[src/rtl/player_move.sv]
// player_move: frame-paced horizontal motion controller for the player sprite.
// Handles the speed ramp, screen clamp, wall blocking, hit freeze with blink and respawn.
module player_move #(
    parameter int SCREEN_W     = 640,
    parameter int CHAR_W       = 32,
    parameter int CHAR_HIGHT   = 32,
    parameter int FLOOR_Y      = 448,
    parameter int INITIAL_X    = 320,
    parameter int MAX_SPEED    = 4,
    parameter int ACCEL_FRAMES = 8,
    parameter int HIT_FRAMES   = 60,
    parameter int BLINK_FRAMES = 4
) (
    input  logic        clk,
    input  logic        resetN,
    input  logic        startOfFrame,
    input  logic        leftPress,
    input  logic        rightPress,
    input  logic        leftCrash,
    input  logic        rightCrash,
    input  logic        hit,
    input  logic        restart,
    output logic [10:0] topLeftX,
    output logic [10:0] topLeftY,
    output logic        facingLeft,
    output logic        moving,
    output logic        frozen,
    output logic        visible
);

    localparam int CNT_W   = (ACCEL_FRAMES > 1) ? $clog2(ACCEL_FRAMES) : 1;
    localparam int HIT_W   = (HIT_FRAMES > 1) ? $clog2(HIT_FRAMES) : 1;
    localparam int BLINK_W = (BLINK_FRAMES > 1) ? $clog2(BLINK_FRAMES) : 1;

    localparam logic [10:0]        X_INIT     = 11'(INITIAL_X);
    localparam logic signed [11:0] X_MAX      = 12'(SCREEN_W - CHAR_W);
    localparam logic [CNT_W-1:0]   CNT_LAST   = CNT_W'(ACCEL_FRAMES - 1);
    localparam logic [HIT_W-1:0]   HIT_LAST   = HIT_W'(HIT_FRAMES - 1);
    localparam logic [BLINK_W-1:0] BLINK_LAST = BLINK_W'(BLINK_FRAMES - 1);
    localparam logic [4:0]         SPEED_MAX  = 5'(MAX_SPEED);

    typedef enum logic [1:0] {
        IDLE = 2'd0,
        WALK = 2'd1,
        HIT  = 2'd2
    } state_t;

    state_t             state;
    logic [3:0]         speed;
    logic [CNT_W-1:0]   rampCnt;
    logic [HIT_W-1:0]   hitCnt;
    logic [BLINK_W-1:0] blinkCnt;

    logic               cmdLeft;
    logic               cmdRight;
    logic               cmdAny;
    logic               sameDir;
    logic [3:0]         stepSpeed;
    logic [CNT_W-1:0]   baseCnt;
    logic [CNT_W-1:0]   nextCnt;
    logic [3:0]         nextSpeed;
    logic [4:0]         bumped;
    logic signed [11:0] curX;
    logic signed [11:0] delta;
    logic signed [11:0] nx;
    logic [10:0]        stepX;

    assign topLeftY = 11'(FLOOR_Y - CHAR_HIGHT);
    assign moving   = (state == WALK);
    assign frozen   = (state == HIT);
    assign cmdLeft  = leftPress & ~rightPress;
    assign cmdRight = rightPress & ~leftPress;
    assign cmdAny   = cmdLeft | cmdRight;
    assign sameDir  = (state == WALK) && ((cmdLeft && facingLeft) || (cmdRight && !facingLeft));

    // Step speed, ramp advance and clamped candidate position for this frame
    always_comb begin
        stepSpeed = 4'd1;
        baseCnt   = '0;
        nextCnt   = '0;
        nextSpeed = 4'd1;
        nx        = 12'sd0;
        stepX     = topLeftX;
        // A fresh start or a reversal always steps at speed 1 from an empty ramp
        if (sameDir) begin
            stepSpeed = speed;
            baseCnt   = rampCnt;
        end else begin
            stepSpeed = 4'd1;
            baseCnt   = '0;
        end
        bumped = {1'b0, stepSpeed} + 5'd1;
        if (baseCnt == CNT_LAST) begin
            nextCnt   = '0;
            nextSpeed = (bumped > SPEED_MAX) ? SPEED_MAX[3:0] : bumped[3:0];
        end else begin
            nextCnt   = baseCnt + CNT_W'(1);
            nextSpeed = stepSpeed;
        end
        curX  = $signed({1'b0, topLeftX});
        delta = $signed({8'd0, stepSpeed});
        if (cmdLeft && !leftCrash) begin
            nx = curX - delta;
        end else if (cmdRight && !rightCrash) begin
            nx = curX + delta;
        end else begin
            nx = curX;
        end
        if (nx < 12'sd0) begin
            stepX = 11'd0;
        end else if (nx > X_MAX) begin
            stepX = X_MAX[10:0];
        end else begin
            stepX = nx[10:0];
        end
    end

    // Motion FSM: respawn any cycle, everything else only on the frame pulse
    always_ff @(posedge clk or negedge resetN) begin
        if (!resetN) begin
            state      <= IDLE;
            topLeftX   <= X_INIT;
            speed      <= 4'd1;
            rampCnt    <= '0;
            hitCnt     <= '0;
            blinkCnt   <= '0;
            facingLeft <= 1'b0;
            visible    <= 1'b1;
        end else if (restart) begin
            state      <= IDLE;
            topLeftX   <= X_INIT;
            speed      <= 4'd1;
            rampCnt    <= '0;
            hitCnt     <= '0;
            blinkCnt   <= '0;
            facingLeft <= 1'b0;
            visible    <= 1'b1;
        end else if (startOfFrame) begin
            case (state)
                IDLE: begin
                    if (hit) begin
                        state    <= HIT;
                        hitCnt   <= '0;
                        blinkCnt <= '0;
                    end else if (cmdAny) begin
                        state      <= WALK;
                        topLeftX   <= stepX;
                        speed      <= nextSpeed;
                        rampCnt    <= nextCnt;
                        facingLeft <= cmdLeft;
                    end else begin
                        speed   <= 4'd1;
                        rampCnt <= '0;
                    end
                end
                WALK: begin
                    if (hit) begin
                        state    <= HIT;
                        hitCnt   <= '0;
                        blinkCnt <= '0;
                        speed    <= 4'd1;
                        rampCnt  <= '0;
                    end else if (!cmdAny) begin
                        state   <= IDLE;
                        speed   <= 4'd1;
                        rampCnt <= '0;
                    end else if (sameDir) begin
                        topLeftX <= stepX;
                        speed    <= nextSpeed;
                        rampCnt  <= nextCnt;
                    end else begin
                        topLeftX   <= stepX;
                        speed      <= 4'd1;
                        rampCnt    <= '0;
                        facingLeft <= cmdLeft;
                    end
                end
                HIT: begin
                    if (hitCnt == HIT_LAST) begin
                        state    <= IDLE;
                        visible  <= 1'b1;
                        hitCnt   <= '0;
                        blinkCnt <= '0;
                        speed    <= 4'd1;
                        rampCnt  <= '0;
                    end else begin
                        hitCnt <= hitCnt + HIT_W'(1);
                        if (blinkCnt == BLINK_LAST) begin
                            blinkCnt <= '0;
                            visible  <= ~visible;
                        end else begin
                            blinkCnt <= blinkCnt + BLINK_W'(1);
                        end
                    end
                end
                default: begin
                    state <= IDLE;
                end
            endcase
        end
    end

endmodule

[config.mk]
export PLATFORM = sky130hd
export DESIGN_NAME = player_move
export DESIGN_NICKNAME = d
export VERILOG_FILES = /design/src/rtl/player_move.sv
export SDC_FILE = /design/constraint.sdc
export NUM_CORES = 1
export LEC_CHECK = 0
export CAP_MARGIN = 5
export CORE_UTILIZATION = 50
export CTS_CLUSTER_SIZE = 30
export DETAILED_ROUTE_END_ITERATION = 8
export PLACE_DENSITY = 0.82
export SETUP_SLACK_MARGIN = 0.4
export SLEW_MARGIN = 25
export SYNTH_ARGS = -nofsm -noshare
export SYNTH_HDL_FRONTEND = slang
export SYNTH_SLANG_ARGS = --single-unit
[constraint.sdc]
create_clock -name clk -period 3.6 [get_ports clk]
set_input_delay 0.36 -clock clk [delete_from_list [all_inputs] [get_ports clk]]
set_output_delay 0.36 -clock clk [all_outputs]
set_load 0.005 [all_outputs]
[After elaboration in Yosys (flattened, before gate mapping)]
Index checks and enable logic that the tools add are counted.
W data, S select, Z words.
Cells by class
  add/sub/neg operators: 6
  $lt $le $gt $ge: 3
  eq/ne operators: 15
  muxes and demuxes: 64
  bitwise logic cells: 6
  reduce and logical (&&, ||, !) cells: 25
Operators with widths (number)
  $mux W11: 7
  $mux W4: 11
  $mux W3: 10
  $mux W12: 2
  $mux W2: 12
  $mux W6: 4
  $add A11 B4 Y12: 1
  $gt A12 B11 Y1 const B: 1
  $lt A12 B1 Y1 const B: 1
  $mux W1: 12
  $ne A3 B3 Y1 const B: 4
  $pmux W4 S3: 1
  $pmux W6 S2: 1
  $reduce_and A4 Y1: 3
  $sub A11 B4 Y12: 1
  $pmux W3 S3: 1
  $reduce_bool A3 Y1: 3
  $ne A4 B4 Y1 const B: 2
  $reduce_bool A2 Y1: 4
  $reduce_and A7 Y1: 1
  $add A6 B1 Y6 const B: 1
  $eq A6 B6 Y1 const B: 1
  $ne A3 B2 Y1 const B: 2
  $pmux W2 S3: 1
  other kinds (21): 32
Storage, ports and cells
  register bits: 30
  logic and storage cells: 127

[Depth between registers and ports, before layout]
  word-level depth: 17
  gate-level depth with buffers: 17
  depth with buffers taken out: 16

[Worst setup path after synthesis]
OpenSTA, ideal clock, no wires.
  kind: input port to flip-flop
  from: in rightPress
  to: reg topLeftX[4]
  library setup time: 0.064 ns
  arrival time: 3.696 ns
  required time: 3.536 ns
  path slack: -0.161 ns
  stages: 17
  path buffers: 1
  path through: inv_1 ha_1 mux2_4 and2_1 buf_2 nand2b_1 ha_1 inv_1 fa_1 and2_1 o21a_1 or3_1 a21oi_1 o2111ai_1 a2111o_1 a221oi_2 a21o_1
On the way
  longest elaborated chain between the ends: 17
  elaborated cells on any way between the ends: 26
RTL lines
  start: declaration: line 18  | input logic rightPress,
  $not A1 Y1: line 71  | assign cmdLeft = leftPress & ~rightPress;
  $and A1 B1 Y1: line 71
  $logic_and A1 B1 Y1: line 74  | assign sameDir = (state == WALK) && ((cmdLeft && facingLeft) || (cmdRight && !facingLeft));
  $logic_or A1 B1 Y1: line 74
  $logic_and A1 B1 Y1: line 74
  $mux W4: line 85  | if (sameDir) begin
  $add A11 B4 Y12: line 105  | nx = curX + delta;
  $mux W12: line 104  | end else if (cmdRight && !rightCrash) begin
  $mux W12: line 102  | if (cmdLeft && !leftCrash) begin
  $gt A12 B11 Y1: line 111  | end else if (nx > X_MAX) begin
  $mux W11: line 111
  $mux W11: line 109  | if (nx < 12'sd0) begin
  $mux W11: line 163  | end else if (!cmdAny) begin
  $mux W11: line 157  | if (hit) begin
  $mux W11
  $mux W11: line 138  | end else if (startOfFrame) begin
  $mux W11: line 129  | end else if (restart) begin
  end signal: assignment: line 147  | topLeftX <= stepX;
  end signal: assignment: line 168  | topLeftX <= stepX;
  end signal: assignment: line 172  | topLeftX <= stepX;
  end: declaration: line 23  | output logic [10:0] topLeftX,
Several ways; a longest one is shown, not always the timed one. The select of a mux whose other input is x is not followed.
A chain may end at the register's enable or synchronous reset.

[Worst setup path after layout]
Ends and elaborated chain as after synthesis.

==> flow_summary.html <==
<table>
<tr><th>Metric</th><th>Value</th></tr>
<tr><th colspan="2">Run status</th></tr>
<tr><td>Run status</td><td>finished, final reports clean</td></tr>
<tr><th colspan="2">Timing</th></tr>
<tr><td>Setup total negative slack</td><td>0 ns</td></tr>
<tr><td>Final min period</td><td>3.45 ns</td></tr>
<tr><td>Worst setup skew after layout</td><td>just under 0.006 ns</td></tr>
<tr><td>RSZ-0062 raised after global routing</td><td>true</td></tr>
<tr><td>Period Utilization, post-route</td><td>95.7%</td></tr>
<tr><td>Max_slew headroom</td><td>39.0%</td></tr>
<tr><td>Transition time of the tightest slew-check pin</td><td>0.911 ns</td></tr>
<tr><td>Count of pins over their slew limit</td><td>0</td></tr>
<tr><td>Final-layout worst hold slack</td><td>0.465 ns</td></tr>
<tr><td>Number of hold-slack violations in the final timing report</td><td>0</td></tr>
<tr><td>Final setup violating endpoints</td><td>0</td></tr>
<tr><td>Maximum operating frequency</td><td>290 MHz</td></tr>
<tr><td>Worst setup margin</td><td>0.153 ns</td></tr>
<tr><th colspan="2">Setup path</th></tr>
<tr><td>Worst Path Max Fanout</td><td>6</td></tr>
<tr><td>Data arrival time of the critical path</td><td>~3.7 ns</td></tr>
<tr><td>Start-to-end type of the worst setup path</td><td>in2reg</td></tr>
<tr><td>Crit path from</td><td>rightPress</td></tr>
<tr><td>Critical Path Source Type</td><td>input port</td></tr>
<tr><td>Reg-to-reg startpoint</td><td>facingLeft</td></tr>
<tr><td>Worst EP required</td><td>approximately 3.8 ns</td></tr>
<tr><td>Capturing element type of the critical path</td><td>flop</td></tr>
<tr><th colspan="2">Place</th></tr>
<tr><td>Dpl cells</td><td>between 400 and 500</td></tr>
<tr><td>Detail Placement HPWL</td><td>~4900 µm</td></tr>
<tr><td>Port-buffer cells</td><td>23</td></tr>
<tr><td>Placement-stage worst setup slack</td><td>-0.545 ns</td></tr>
<tr><td>Post-Place Cell Area</td><td>approximately 3200 µm²</td></tr>
<tr><td>Gpl congestion</td><td>about 0.9</td></tr>
<tr><th colspan="2">Final layout</th></tr>
<tr><td>Final-stage net count</td><td>between 400 and 500</td></tr>
<tr><td>Final standard cell utilization of the core</td><td>a little under three quarters</td></tr>
<tr><td>Final non-filler cell total</td><td>443</td></tr>
<tr><td>Share of post-route cells with drive strength above 1</td><td>between 20% and 30%</td></tr>
<tr><td>Final antenna diode count</td><td>0</td></tr>
<tr><td>Final std cell area, no fill</td><td>roughly 3400 µm²</td></tr>
<tr><td>Area growth from synthesis to final layout</td><td>33.8%</td></tr>
<tr><th colspan="2">Clock tree</th></tr>
<tr><td>CTS Sinks</td><td>30</td></tr>
<tr><td>Reg clk slew, reported paths</td><td>about 0.070 ns</td></tr>
<tr><td>Number of buffers created by CTS</td><td>5</td></tr>
<tr><td>Clock network latency to the later pin of the worst-skew pair</td><td>slightly below 0.3 ns</td></tr>
<tr><td>Clk root buf</td><td>clkbuf_8</td></tr>
<tr><td>Level count of the clock H-tree</td><td>2</td></tr>
<tr><td>Clock Tree Buf Depth</td><td>2</td></tr>
<tr><td>Cts hold-fix bufs</td><td>0</td></tr>
<tr><td>Clock tree from TritonCTS</td><td>yes</td></tr>
<tr><th colspan="2">Detailed routing</th></tr>
<tr><td>Final wirelength</td><td>about 6800 µm</td></tr>
<tr><td>First drt pass iteration count</td><td>4</td></tr>
<tr><td># DRC</td><td>0</td></tr>
<tr><td>Average detailed-routed wire length per instance</td><td>15.3 µm</td></tr>
<tr><td>Total via count after detailed routing</td><td>about 2.5k</td></tr>
<tr><td>Final antenna-violating net count</td><td>0</td></tr>
<tr><td>Vias per cell</td><td>~5.7</td></tr>
<tr><td>First-iteration detailed-routing DRC count</td><td>roughly 210</td></tr>
<tr><th colspan="2">Yosys</th></tr>
<tr><td>Number of enable flip-flop cells after synthesis</td><td>0</td></tr>
<tr><td>Commonest register cell after synthesis</td><td>dfrtp_1</td></tr>
<tr><td>Gate Count Post-Synth</td><td>309</td></tr>
<tr><td>Ys Warns</td><td>0</td></tr>
<tr><td>Fraction of the yosys area taken by sequential cells</td><td>around 30%</td></tr>
<tr><td>Mean post-synth cell area</td><td>about 8.3 µm²</td></tr>
<tr><td>Number of distinct library cell variants in the gate-level netlist after synthesis</td><td>64</td></tr>
<tr><td>Top post-synthesis cells by area</td><td>dfrtp_1 25%, ha_1 9.2%, dfstp_2 4.1%</td></tr>
<tr><td>Most frequent cells after synthesis</td><td>28 x nor2_1, 26 x dfrtp_1, 25 x nand2_1</td></tr>
<tr><td>Most repeated cell in the gate-level netlist after synthesis</td><td>nor2_1</td></tr>
<tr><td>Post-synth top area cell</td><td>dfrtp_1</td></tr>
<tr><td>Yosys top cell area share</td><td>between 20% and 30%</td></tr>
<tr><td>FFs w/ async S/R, synth</td><td>100%</td></tr>
<tr><td>Flip-flop and latch count after synthesis</td><td>30</td></tr>
<tr><td>Cell area after synthesis</td><td>between 2000 and 3000 µm²</td></tr>
<tr><th colspan="2">Die</th></tr>
<tr><td>Die Span Y</td><td>~74 µm</td></tr>
<tr><td>Initial standard-cell utilization of the core</td><td>53.1%</td></tr>
<tr><td>Die area</td><td>5440 µm²</td></tr>
<tr><td>Site Rows</td><td>25</td></tr>
<tr><td>I/O pin count</td><td>35</td></tr>
<tr><td>Die W</td><td>between 70 and 80 µm</td></tr>
<tr><td>Core ar.</td><td>roughly 4800 µm²</td></tr>
<tr><th colspan="2">Global routing</th></tr>
<tr><td>Global-route congestion overflow total</td><td>0</td></tr>
<tr><td>Combined global-route utilization of all metal layers</td><td>a little over a quarter</td></tr>
<tr><td>Wire length of the first global-routing pass</td><td>roughly 11000 µm</td></tr>
<tr><td>Initial antenna violation count</td><td>0</td></tr>
<tr><td>Vias in the first global route</td><td>approximately 2.4k</td></tr>
<tr><td>Pin count of the biggest net entering global routing</td><td>31</td></tr>
<tr><th colspan="2">Run</th></tr>
<tr><td>Count of max-cap constraint violations</td><td>0</td></tr>
<tr><th colspan="2">Power and ir drop</th></tr>
<tr><td>Overall power consumption</td><td>between 800 and 900 µW</td></tr>
<tr><td>VDD IR-drop max</td><td>~0.00028 V</td></tr>
<tr><td>LEAKAGE</td><td>between 1.5 and 2 nW</td></tr>
<tr><td>Power density relative to cell area</td><td>about 260 nW/µm²</td></tr>
<tr><th colspan="2">Hold path</th></tr>
<tr><td>HP Class</td><td>in2async</td></tr>
</table>
where the power goes:
part / switching (mW) / leakage (nW) / internal [mW] / total (mW)
Clock: 0.130 / 0.0482 / 0.154 / 0.284
Sequential: 0.0144 / 0.402 / 0.354 / 0.369
Combinational: 0.131 / 1.08 / 0.107 / 0.237
cells by family (layout without fill, tap and decap cells):
logic type	after synthesis	in the layout	share of synthesized area, %
AND/OR/NAND/NOR	114	114	23.2
AO/OA/AOI/OAI	89	89	23.8
buffers and inverters	40	98	7.58
flip-flops	30	30	29.3
adder cells (fa/ha/maj)	21	21	10.8
XOR/XNOR	8	8	2.72
multiplexers	5	5	2.23
other	2	11	0.292
registers in the layout, indices dropped and copies added (netlist names):
signal	count
state	2
speed	4
topLeftX	11
visible	1
facingLeft	1
rampCnt	3
blinkCnt	2
hitCnt	6
cell usage in the layout, fill, tap and decap left out, types with 5 or more instances in the layout:
master / n
o21ai_0: 20
a31oi_1: 6
nor2b_1: 6
dfrtp_1: 26
nand3_1: 7
and3_1: 8
clkbuf_8: 6
nor3_1: 7
inv_1: 16
ha_1: 15
conb_1: 11
nor2_1: 28
xor2_1: 5
nand2_1: 24
clkdlybuf4s50_1: 21
o21ai_1: 6
buf_4: 44
a21oi_1: 14
worst max-delay path, stage by stage:
cell      delay [ns]
buf_6           0.09
buf_8           0.13
ha_4            0.15
mux2_4          0.27
and2_4          0.17
nand2b_4        0.09
ha_4            0.13
inv_2           0.03
fa_2            0.33
and2_4          0.15
o21a_1          0.20
buf_6           0.12
or2_4           0.25
a21boi_1        0.26
a211oi_2        0.10
a2111o_1        0.45
a221oi_2        0.26
a21o_1          0.11
what timing repair did:
action / CTS / global route
setup endpoints to repair: 10 / 10
setup buffers: 4 / 3
resized for setup: 23 / 10
pin swaps: 15 / 7
cell type report:
| type | instances | area, µm² |
|---|---|---|
| multi-input combinational | 248 | 1830 |
| tap | 67 | 83.8 |
| clock inverter | 1 | 5.00 |
| clock buffer | 7 | 86.3 |
| timing repair buffer | 70 | 594 |
| sequential | 30 | 756 |
| fill | 357 | 1400 |
| inverter | 20 | 87.6 |
routing by layer:
| metal | routed length [µm] | part of all wire [%] | global-route usage, % |
|---|---|---|---|
| met1 | 2980 | 44 | 34.6 |
| met2 | 3320 | 49 | 44.6 |
| met3 | 359 | 5.3 | 3.70 |
| met4 | 125 | 1.8 | 9.83 |
| met5 | 0 | 0 | 0 |
path summary, 6_finish.rpt:
check	end	slack, ns	depth (start not counted)
min in group clk	blinkCnt[0]	0.51	1
setup / recovery	topLeftX[4]	0.15	18
max in group asynchronous	topLeftX[8]	2.81	2
setup reg to reg	topLeftX[4]	0.17	15
hold / removal	rampCnt[1]	0.46	2
hold reg to reg	blinkCnt[0]	0.51	1
Power figures use the tool's default switching activity.
